$ cat src/rtl/count_seq_monitor.sv
// Sequence monitor for an upstream 3-bit counter: checks Y against the value implied by
// the previous sample, flags wraps 7->0, counts them and measures the wrap period.
// Optional build macro: WRAP_SAT_EN (wrap_cnt saturates at 255 instead of rolling over).
module count_seq_monitor (
    input  logic       clk,
    input  logic       reset,
    input  logic       T0,
    input  logic [2:0] Y,
    input  logic       err_clr,
    output logic       tc_pulse,
    output logic [7:0] wrap_cnt,
    output logic [7:0] last_period,
    output logic       seq_err,
    output logic [1:0] state
);

    typedef enum logic [1:0] {
        IDLE  = 2'b00,
        TRACK = 2'b01,
        ERROR = 2'b10
    } state_t;

    state_t     state_q;
    state_t     state_d;
    logic [2:0] y_q;
    logic       t_q;
    logic [2:0] expected;
    logic       mismatch;
    logic       wrap_evt;
    logic       armed;
    logic [7:0] period_cnt;
    logic [7:0] wrap_cnt_nxt;

    assign expected = t_q ? (y_q + 3'd1) : y_q;
    assign state    = state_q;

`ifdef WRAP_SAT_EN
    assign wrap_cnt_nxt = (wrap_cnt == 8'hFF) ? wrap_cnt : (wrap_cnt + 8'd1);
`else
    assign wrap_cnt_nxt = wrap_cnt + 8'd1;
`endif

    always_ff @(posedge clk) begin
        if (reset) state_q <= IDLE;
        else       state_q <= state_d;
    end

    // err_clr overrides any same-cycle mismatch or wrap and resynchronises via IDLE.
    always_comb begin
        state_d  = state_q;
        mismatch = 1'b0;
        wrap_evt = 1'b0;
        case (state_q)
            IDLE:  state_d = TRACK;
            TRACK: begin
                if (Y != expected) begin
                    mismatch = 1'b1;
                    state_d  = ERROR;
                end else if (t_q && (y_q == 3'd7) && (Y == 3'd0)) begin
                    wrap_evt = 1'b1;
                end
            end
            ERROR: state_d = ERROR;
            default: state_d = IDLE;
        endcase
        if (err_clr) begin
            state_d  = IDLE;
            mismatch = 1'b0;
            wrap_evt = 1'b0;
        end
    end

    always_ff @(posedge clk) begin
        if (reset) begin
            y_q         <= 3'd0;
            t_q         <= 1'b0;
            tc_pulse    <= 1'b0;
            wrap_cnt    <= 8'd0;
            last_period <= 8'd0;
            seq_err     <= 1'b0;
            armed       <= 1'b0;
            period_cnt  <= 8'd0;
        end else begin
            y_q      <= Y;
            t_q      <= T0;
            tc_pulse <= wrap_evt;

            if (err_clr)       seq_err <= 1'b0;
            else if (mismatch) seq_err <= 1'b1;

            if (wrap_evt) wrap_cnt <= wrap_cnt_nxt;

            // The first wrap after IDLE only arms the period measurement.
            if (wrap_evt) begin
                if (armed) last_period <= period_cnt;
                armed      <= 1'b1;
                period_cnt <= 8'd1;
            end else if (state_q == IDLE) begin
                armed      <= 1'b0;
                period_cnt <= 8'd0;
            end else if (armed && (period_cnt != 8'hFF)) begin
                period_cnt <= period_cnt + 8'd1;
            end
        end
    end

endmodule

$ cat config.mk
export PLATFORM = sky130hd
export DESIGN_NAME = count_seq_monitor
export DESIGN_NICKNAME = d
export VERILOG_FILES = /design/src/rtl/count_seq_monitor.sv
export SDC_FILE = /design/constraint.sdc
export NUM_CORES = 1
export LEC_CHECK = 0
export CORE_MARGIN = 4
export CORE_UTILIZATION = 45
export DETAILED_ROUTE_END_ITERATION = 16
export PLACE_DENSITY = 0.67
export SYNTH_ARGS = -nofsm -noshare
export SYNTH_HDL_FRONTEND = slang
export SYNTH_SLANG_ARGS = --single-unit
export TNS_END_PERCENT = 5
$ cat constraint.sdc
create_clock -name clk -period 2.8 [get_ports clk]
set_clock_uncertainty 0.05 [all_clocks]
set_input_delay 0.56 -clock clk [delete_from_list [all_inputs] [get_ports clk]]
set_output_delay 0.56 -clock clk [all_outputs]
set_load 0.05 [all_outputs]
== After elaboration in Yosys (flattened, before gate mapping) ==
Cells that the tools add are included.

* Add/sub/neg operators: 3
* Equality and inequality tests: 6
* Multiplexer cells: 15
* Reduce and logical (&&, ||, !) cells: 10

{| class="wikitable"
|+ Operators with widths
! operator !! number
|-
| 8-bit by 1-bit adder with 8-bit output, second input constant || 2
|-
| 1-bit 2-to-1 mux || 12
|-
| 8-bit inequality test, second input constant || 1
|-
| 2-bit case mux with 3 select lines || 1
|-
| 3-bit by 1-bit adder with 3-bit output, second input constant || 1
|-
| 3-bit == test, second input constant || 1
|-
| 1-bit logical AND || 3
|-
| 3-bit logical NOT || 1
|-
| 3-bit 2-to-1 mux || 1
|-
| 3-bit inequality test || 1
|-
| 3-bit nonzero test || 1
|-
| 3-bit OR reduction || 1
|-
| 2-bit by 1-bit == test with 1-bit output, second input constant || 1
|-
| 2-bit == test, second input constant || 1
|-
| 2-bit logical NOT || 1
|-
| 2-bit 2-to-1 mux || 1
|-
| 2-bit inequality test, second input constant || 1
|-
| 2-bit AND reduction || 1
|-
| 2-bit nonzero test || 1
|-
| 2-bit OR reduction || 1
|}

* Register bits: 33
* Bits of input ports: 7
* Output and inout port bits: 20
* Logic and storage cells: 44

== Longest topological paths before layout ==
Gate-level depths: netlist of run 1.

* Depth after elaboration: 8
* Gate-level depth with buffers: 8
* Depth with buffers taken out: 7

== Least setup slack after synthesis of run 1 ==
Ideal clock, no wire load.

* Path type: register to register
* Start point: register state_q[0] (netlist: state[0])
* End point: register wrap_cnt[4]
* Setup time: 0.070 ns
* Arrival: 2.237 ns
* Data required time: 2.680 ns
* Slack: 0.442 ns
* Stages on the path, launching flop included: 7
* Buffers on the path: 0
* Clock period less this slack: 2.358 ns
* Cells stage by stage: dfxtp_1 > ha_1 > or4b_4 > nor3_4 > o211ai_4 > or3_1 > a21oi_1

* Word-level cells in the longest chain between the ends: 3

{| class="wikitable"
|+ RTL lines
! item !! line !! text
|-
| start, declared || 23 || <nowiki>state_t state_q;</nowiki>
|-
| start signal, assigned || 45 || <nowiki>else state_q <= state_d;</nowiki>
|-
| 2-bit by 1-bit == test with 1-bit output || 53 || <nowiki>case (state_q)</nowiki>
|-
| 1-bit 2-to-1 mux || 53 ||
|-
| 1-bit 2-to-1 mux || 66 || <nowiki>if (err_clr) begin</nowiki>
|-
| end signal, assigned || 91 || <nowiki>if (wrap_evt) wrap_cnt <= wrap_cnt_nxt;</nowiki>
|-
| end, declared || 11 || <nowiki>output logic [7:0] wrap_cnt,</nowiki>
|}

Every way passes these cells.
A chain may end at the register's enable or synchronous reset.

== Final worst setup path of run 1 ==
* Start point: input Y[0]
* End point: register wrap_cnt[4]

* Word-level cells in the longest chain between the ends: 6
* Elaborated cells between the ends (all ways): 7
* Those cells by class: 1 x eq/ne; 4 x mux; 2 x reduce/logical

{| class="wikitable"
|+ RTL lines
! item !! line !! text
|-
| start, declared || 8 || <nowiki>input logic [2:0] Y,</nowiki>
|-
| 3-bit logical NOT || 59 || <nowiki>end else if (t_q && (y_q == 3'd7) && (Y == 3'd0)) begin</nowiki>
|-
| 1-bit logical AND || 59 ||
|-
| 1-bit 2-to-1 mux || 59 ||
|-
| 1-bit 2-to-1 mux (*) || 56 || <nowiki>if (Y != expected) begin</nowiki>
|-
| 1-bit 2-to-1 mux (*) || 53 ||
|-
| 1-bit 2-to-1 mux (*) || 66 ||
|}

Every way passes the cells marked *; elsewhere a longest branch is shown, timed or not.

==> results of run 1 <==
==> cell families after synthesis <==
kind of cell,count (synthesis),synth area share
compound gates,22,0.110
xor+xnor,12,0.0764
fa+ha+maj,6,0.0509
buf+inv,9,0.0238
flops,33,0.448
mux,13,0.0883
simple gates,56,0.203
==> worst register-to-register path: stages, from the launching register on <==
cell	delay, ns
dfxtp_1	0.34
ha_1	0.20
ha_1	0.26
mux2i_1	0.22
xor2_2	0.34
o211ai_4	0.26
or3_1	0.40
a21oi_1	0.14
==> layout make-up <==
cell class / count / share of cell area
Multi-Input combinational cell: 109 / 0.415
Sequential cell: 33 / 0.353
Timing Repair Buffer: 30 / 0.155
Clock buffer: 7 / 0.0347
Tap cell: 44 / 0.0294
Inverter: 5 / 0.0100
Clock inverter: 1 / 0.00267
==> placed cells by master, fill, tap and decap left out, drive strengths merged, types with 5 or more instances in the layout <==
cell type,n
or3,6
inv,5
ha,6
nor3,5
mux2i,13
a21oi,8
dfxtp,33
clkdlybuf4s50,26
o21ai,8
clkbuf,7
nor2,23
xor2,8
nand2,5
==> power by group <==
group | internal, uW | leakage [uW] | switching (uW)
clock | 145 | 0.0000413 | 157
sequential | 474 | 0.000267 | 4.31
combinational | 27.3 | 0.000423 | 38.3
total | 647 | 0.000732 | 200
==> flip-flops by register name, summed over array words and instances, names as in the netlist <==
name / flops
armed: 1
wrap_cnt: 8
tc_pulse: 1
t_q: 1
last_period: 8
period_cnt: 8
state: 2
seq_err: 1
y_q: 3
==> stage by stage <==
stage	area [um2]	cells	hold WS, ns	utilization
4_1_cts	1870	229	0.450	0.604
3_5_place_dp	1800	221	0.434	0.581
2_1_floorplan	1470	151	0.450	-
6_report	1870	229	0.444	0.604
3_3_place_gp	1800	221	0.424	0.581
5_1_grt	1870	229	0.475	0.604
==> worst min path at each step <==
stage                        startpoint            end  cells past startpoint
after detailed placement    wrap_cnt[7]    wrap_cnt[7]                      2
after CTS                   wrap_cnt[7]    wrap_cnt[7]                      2
after global placement      wrap_cnt[7]    wrap_cnt[7]                      2
after global routing        wrap_cnt[7]    wrap_cnt[7]                      2
final                       wrap_cnt[7]    wrap_cnt[7]                      2
after floorplan           period_cnt[6]  period_cnt[6]                      2
==> metal layers <==
metal  global-route usage  vias up  routed length [um]
met5                    0        -                   0
met4               0.0466        0                  36
met3               0.0650        7                 182
met2                0.250       21                1420
met1                0.162      538                1250
li1                     -      594                   -
==> results.py, run 1 <==
metrics = {
    "detailed_routing": {
        "antenna_left": 0,
        "via_per_inst": 5.07,
        "wire_per_inst_um": 12.7,
        "first_iter_violations": 39,
        "routed_wl_um": 2900,
        "drc": 0,
        "dr.pass1.iters": 4,
        "num_vias": 1160,
    },
    "synthesis": {
        "synthCells": 151,
        "async_flop_share": 0,
        "synth-seq-cells": 33,
        "synthTopCellsByCount": "dfxtp_1, nor2_1, mux2i_1, a21oi_1, xor2_1",
        "synth-main-ff-cell": "dfxtp_1",
        "synth_top_area_frac": 0.448,
        "yosysWarnings": 0,
        "syn_area_mm2": 0.00147,
        "avgSynthCellArea_um2": 9.76,
        "synth-edff-count": 0,
        "yosysMostFrequentCell": "dfxtp_1",
        "synth_top_cell_by_area": "dfxtp_1",
        "ys_types": 32,
        "netlist_top_cells_area": "dfxtp_1, mux2i_1, nor2_1",
        "ys_seq_area_frac": 0.448,
        "synth_nets": 164,
    },
    "place": {
        "io_buffers": 26,
        "dp_hpwl_um": 2220,
        "gp_congestion": 0.793,
        "preCtsSetupSlack_ns": 0.134,
    },
    "clocking": {
        "cts_setup_buffers": 0,
        "clk_path_buf_depth": 2,
        "cts_tree": "done",
        "insertion_delay_ns": 0.33,
        "clk_pin_slew_ns": 0.09,
        "cts_resized": 0,
        "cts_made_buffers": 5,
        "htree_levels": 2,
        "cts_num_sinks": 33,
        "cts-root-buf": "clkbuf_4",
        "cts_hold_buf": 0,
    },
    "timing": {
        "max_freq_mhz": 433,
        "drv_slew": 0,
        "setup_tns_ns": 0,
        "finalSetupViolCount": 0,
        "period_minus_slack_ns": 2.31,
        "period_share": 0.825,
        "slew_headroom": 0.653,
        "rsz0062_at_grt": "no",
        "worst_slack_ns": 0.489,
        "worst_slew_pin_slew_ns": 0.519,
        "finalHoldViolCount": 0,
    },
    "die": {
        "ioPinCount": 27,
        "floorplan.initialDensity": 0.475,
        "die_width_um": 65.2,
        "fp.dieH_um": 65.2,
        "rows": 20,
        "design.core.area_mm2": 0.00310,
        "die-area_mm2": 0.00425,
    },
    "finish": {
        "drive_gt1_frac": 0.0973,
        "regArea_um2": 661,
        "multiInputGateArea_um2": 778,
        "antenna_cells_inserted": 0,
        "area_growth_pct": 27.1,
        "layout.nets": 197,
        "fillCellCount": 295,
    },
    "power": {
        "ir_drop_mv": 0.284,
        "cellLeakagePower_uw": 0.000732,
        "finalPower_uw": 847,
        "power_density_mw_per_mm2": 452,
    },
    "outcome": {
        "outcome": "finished, final reports clean",
    },
    "setup_path": {
        "crit_path_max_incr_delay_ns": 0.54,
        "crit_required_ns": 3.02,
        "cp-start-kind": "primary input",
        "reg2reg_depth": 7,
        "path_buf_inv": 1,
        "reg2reg_slack_ns": 0.51,
        "cp_slowest_cell": "or4b_4",
        "crit_family": "simple AND/OR/NAND/NOR gates",
        "path_cells": "clkdlybuf4s50_1 > or4b_4 > nor3_4 > o211ai_4 > or3_1 > a21oi_1",
        "cp.depth": 6,
        "crit-reg2reg-capture": "wrap_cnt[4]",
        "critical_path_arrival_ns": 2.53,
        "crit_fanout": 18,
        "crit_end": "wrap_cnt[4]",
        "reg2reg_from": "y_q[0]",
        "end_kind": "flip-flop",
        "crit_type": "in -> reg",
        "startpoint": "Y[0]",
    },
    "global_route": {
        "antenna_found_initial": 0,
        "grt_pass1_wl_um": 4770,
        "grt_pass1_vias": 1109,
        "grtUsageTotal": 0.146,
        "grt_max_degree": 20,
        "gr-total-overflow": 0,
    },
    "hold_path": {
        "min-delay-path-class": "reg -> reg",
    },
    "flow_run": {
        "drv_cap": 0,
    },
}
Note: power is estimated with default switching activity, not from simulation.
==> run 2: changes to the inputs <==
- clock period: 2.8 -> 2.35 ns (I/O delays scaled with it)
==> results.py, run 2 (synthesis gave the netlist of run 1 again) <==
metrics = {
    "global_route": {
        "grt_pass1_vias": 1194,
        "gr-total-overflow": 0,
        "antenna_found_initial": 0,
        "grt_max_degree": 17,
        "grtUsageTotal": 0.166,
        "grt_pass1_wl_um": 5400,
    },
    "die": {
        "ioPinCount": 27,
        "die_width_um": 65.2,
        "die-area_mm2": 0.00425,
        "floorplan.initialDensity": 0.475,
        "rows": 20,
        "fp.dieH_um": 65.2,
        "design.core.area_mm2": 0.00310,
    },
    "clocking": {
        "clk_path_buf_depth": 2,
        "cts_num_sinks": 33,
        "htree_levels": 2,
        "cts-root-buf": "clkbuf_4",
        "insertion_delay_ns": 0.33,
        "cts_hold_buf": 0,
        "clk_pin_slew_ns": 0.10,
        "cts_resized": 0,
        "cts_tree": "done",
        "cts_made_buffers": 5,
    },
    "place": {
        "gp_congestion": 0.758,
        "io_buffers": 26,
        "dp_cells": 226,
        "preCtsSetupSlack_ns": -0.211,
        "dp_hpwl_um": 2290,
        "dpl_cell_area_mm2": 0.00184,
    },
    "hold_path": {
        "min-delay-path-class": "reg -> reg",
    },
    "finish": {
        "largest_registers": "last_period (8), period_cnt (8), wrap_cnt (8)",
        "finalNonFillerCells": 235,
        "layout.nets": 203,
        "antenna_cells_inserted": 0,
        "final_cell_mix": "dfxtp_1, clkdlybuf4s50_1, nor2_1, mux2i_1, buf_4",
        "drive_gt1_frac": 0.126,
        "finish.utilization": 0.613,
        "layout_commonest_cell": "dfxtp_1",
        "fin_area_mm2": 0.00190,
        "area_growth_pct": 28.9,
    },
    "setup_path": {
        "crit_fanout": 8,
        "crit_required_ns": 2.52,
        "critical_path_arrival_ns": 2.37,
        "cp_slowest_cell": "dfxtp_1",
        "cp-start-kind": "flip-flop",
        "crit_type": "reg -> reg",
        "end_kind": "flip-flop",
        "path_buf_inv": 1,
        "path_cells": "ha_1 > ha_1 > mux2i_1 > xor2_2 > buf_4 > o2111ai_4 > mux2i_1 > nor2_1",
        "crit_path_max_incr_delay_ns": 0.34,
        "crit_family": "adder cells",
    },
    "power": {
        "ir_drop_mv": 0.292,
        "power_density_mw_per_mm2": 503,
        "cellLeakagePower_uw": 0.000750,
        "finalPower_uw": 957,
    },
    "detailed_routing": {
        "first_iter_violations": 41,
        "via_per_inst": 5.08,
        "num_vias": 1194,
        "antenna_left": 0,
        "wire_per_inst_um": 13.1,
        "routed_wl_um": 3070,
        "dr.pass1.iters": 4,
        "drc": 0,
    },
    "timing": {
        "rsz0062_at_grt": "no",
        "max_freq_mhz": 455,
        "slew_headroom": 0.647,
        "worst_slew_pin_slew_ns": 0.526,
        "worst_slack_ns": 0.151,
        "finalSetupViolCount": 0,
        "drv_slew": 0,
        "period_share": 0.936,
        "finalHoldViolCount": 0,
        "period_minus_slack_ns": 2.20,
    },
    "outcome": {
        "outcome": "finished, final reports clean",
    },
    "flow_run": {
        "drv_cap": 0,
    },
}
## run 2: metrics by stage
stage / setup TNS (ns) / hold slack, ns
final: 0 / 0.451
after global routing: 0 / 0.483
after CTS: 0 / 0.461
after detailed placement: -3.86 / 0.442
after global placement: -2.87 / 0.422
after floorplan: 0 / 0.450
## run 2: what timing repair did
item | 4_1_cts | 5_1_grt
setup buffers | 0 | 1
hold endpoints to repair | 0 | 0
endpoints found under the setup margin | 0 | 12
## run 2: metal layers
metal | vias to the layer above | global-route usage | part of all wire
met3 | 6 | 0.0479 | 0.041
met2 | 22 | 0.273 | 0.49
li1 | 611 | - | -
met4 | 0 | 0.0881 | 0.019
met1 | 555 | 0.193 | 0.45
met5 | - | 0 | 0
## run 2: tightest hold or removal path, stage by stage, from the launching register on
cell	delay (ns)
dfxtp_1	0.33
o21ai_1	0.07
a21oi_1	0.06
## run 2: layout make-up
cell class | count | area (um2)
clock buffers | 6 | 41.3
clock inverters | 2 | 10.0
fillers | 309 | 1200
inverters | 5 | 18.8
multi-input cells | 109 | 778
flip-flops and latches | 33 | 662
well taps | 44 | 55.1
repair buffers | 36 | 335
## run 2: report_power, final
group          switching (uW)  internal [uW]  leakage [uW]
clock network             186            114     0.0000320
logic                    47.9           38.3      0.000450
registers                5.05            565      0.000267
## run 2: path summary, 6_finish.rpt
path	from	endpoint	slack, ns	cells after the start
setup / recovery	y_q[0]	last_period[0]	0.15	8
hold reg to reg	wrap_cnt[7]	wrap_cnt[7]	0.45	2
setup reg to reg	y_q[0]	last_period[0]	0.15	8
hold / removal	wrap_cnt[7]	wrap_cnt[7]	0.45	2
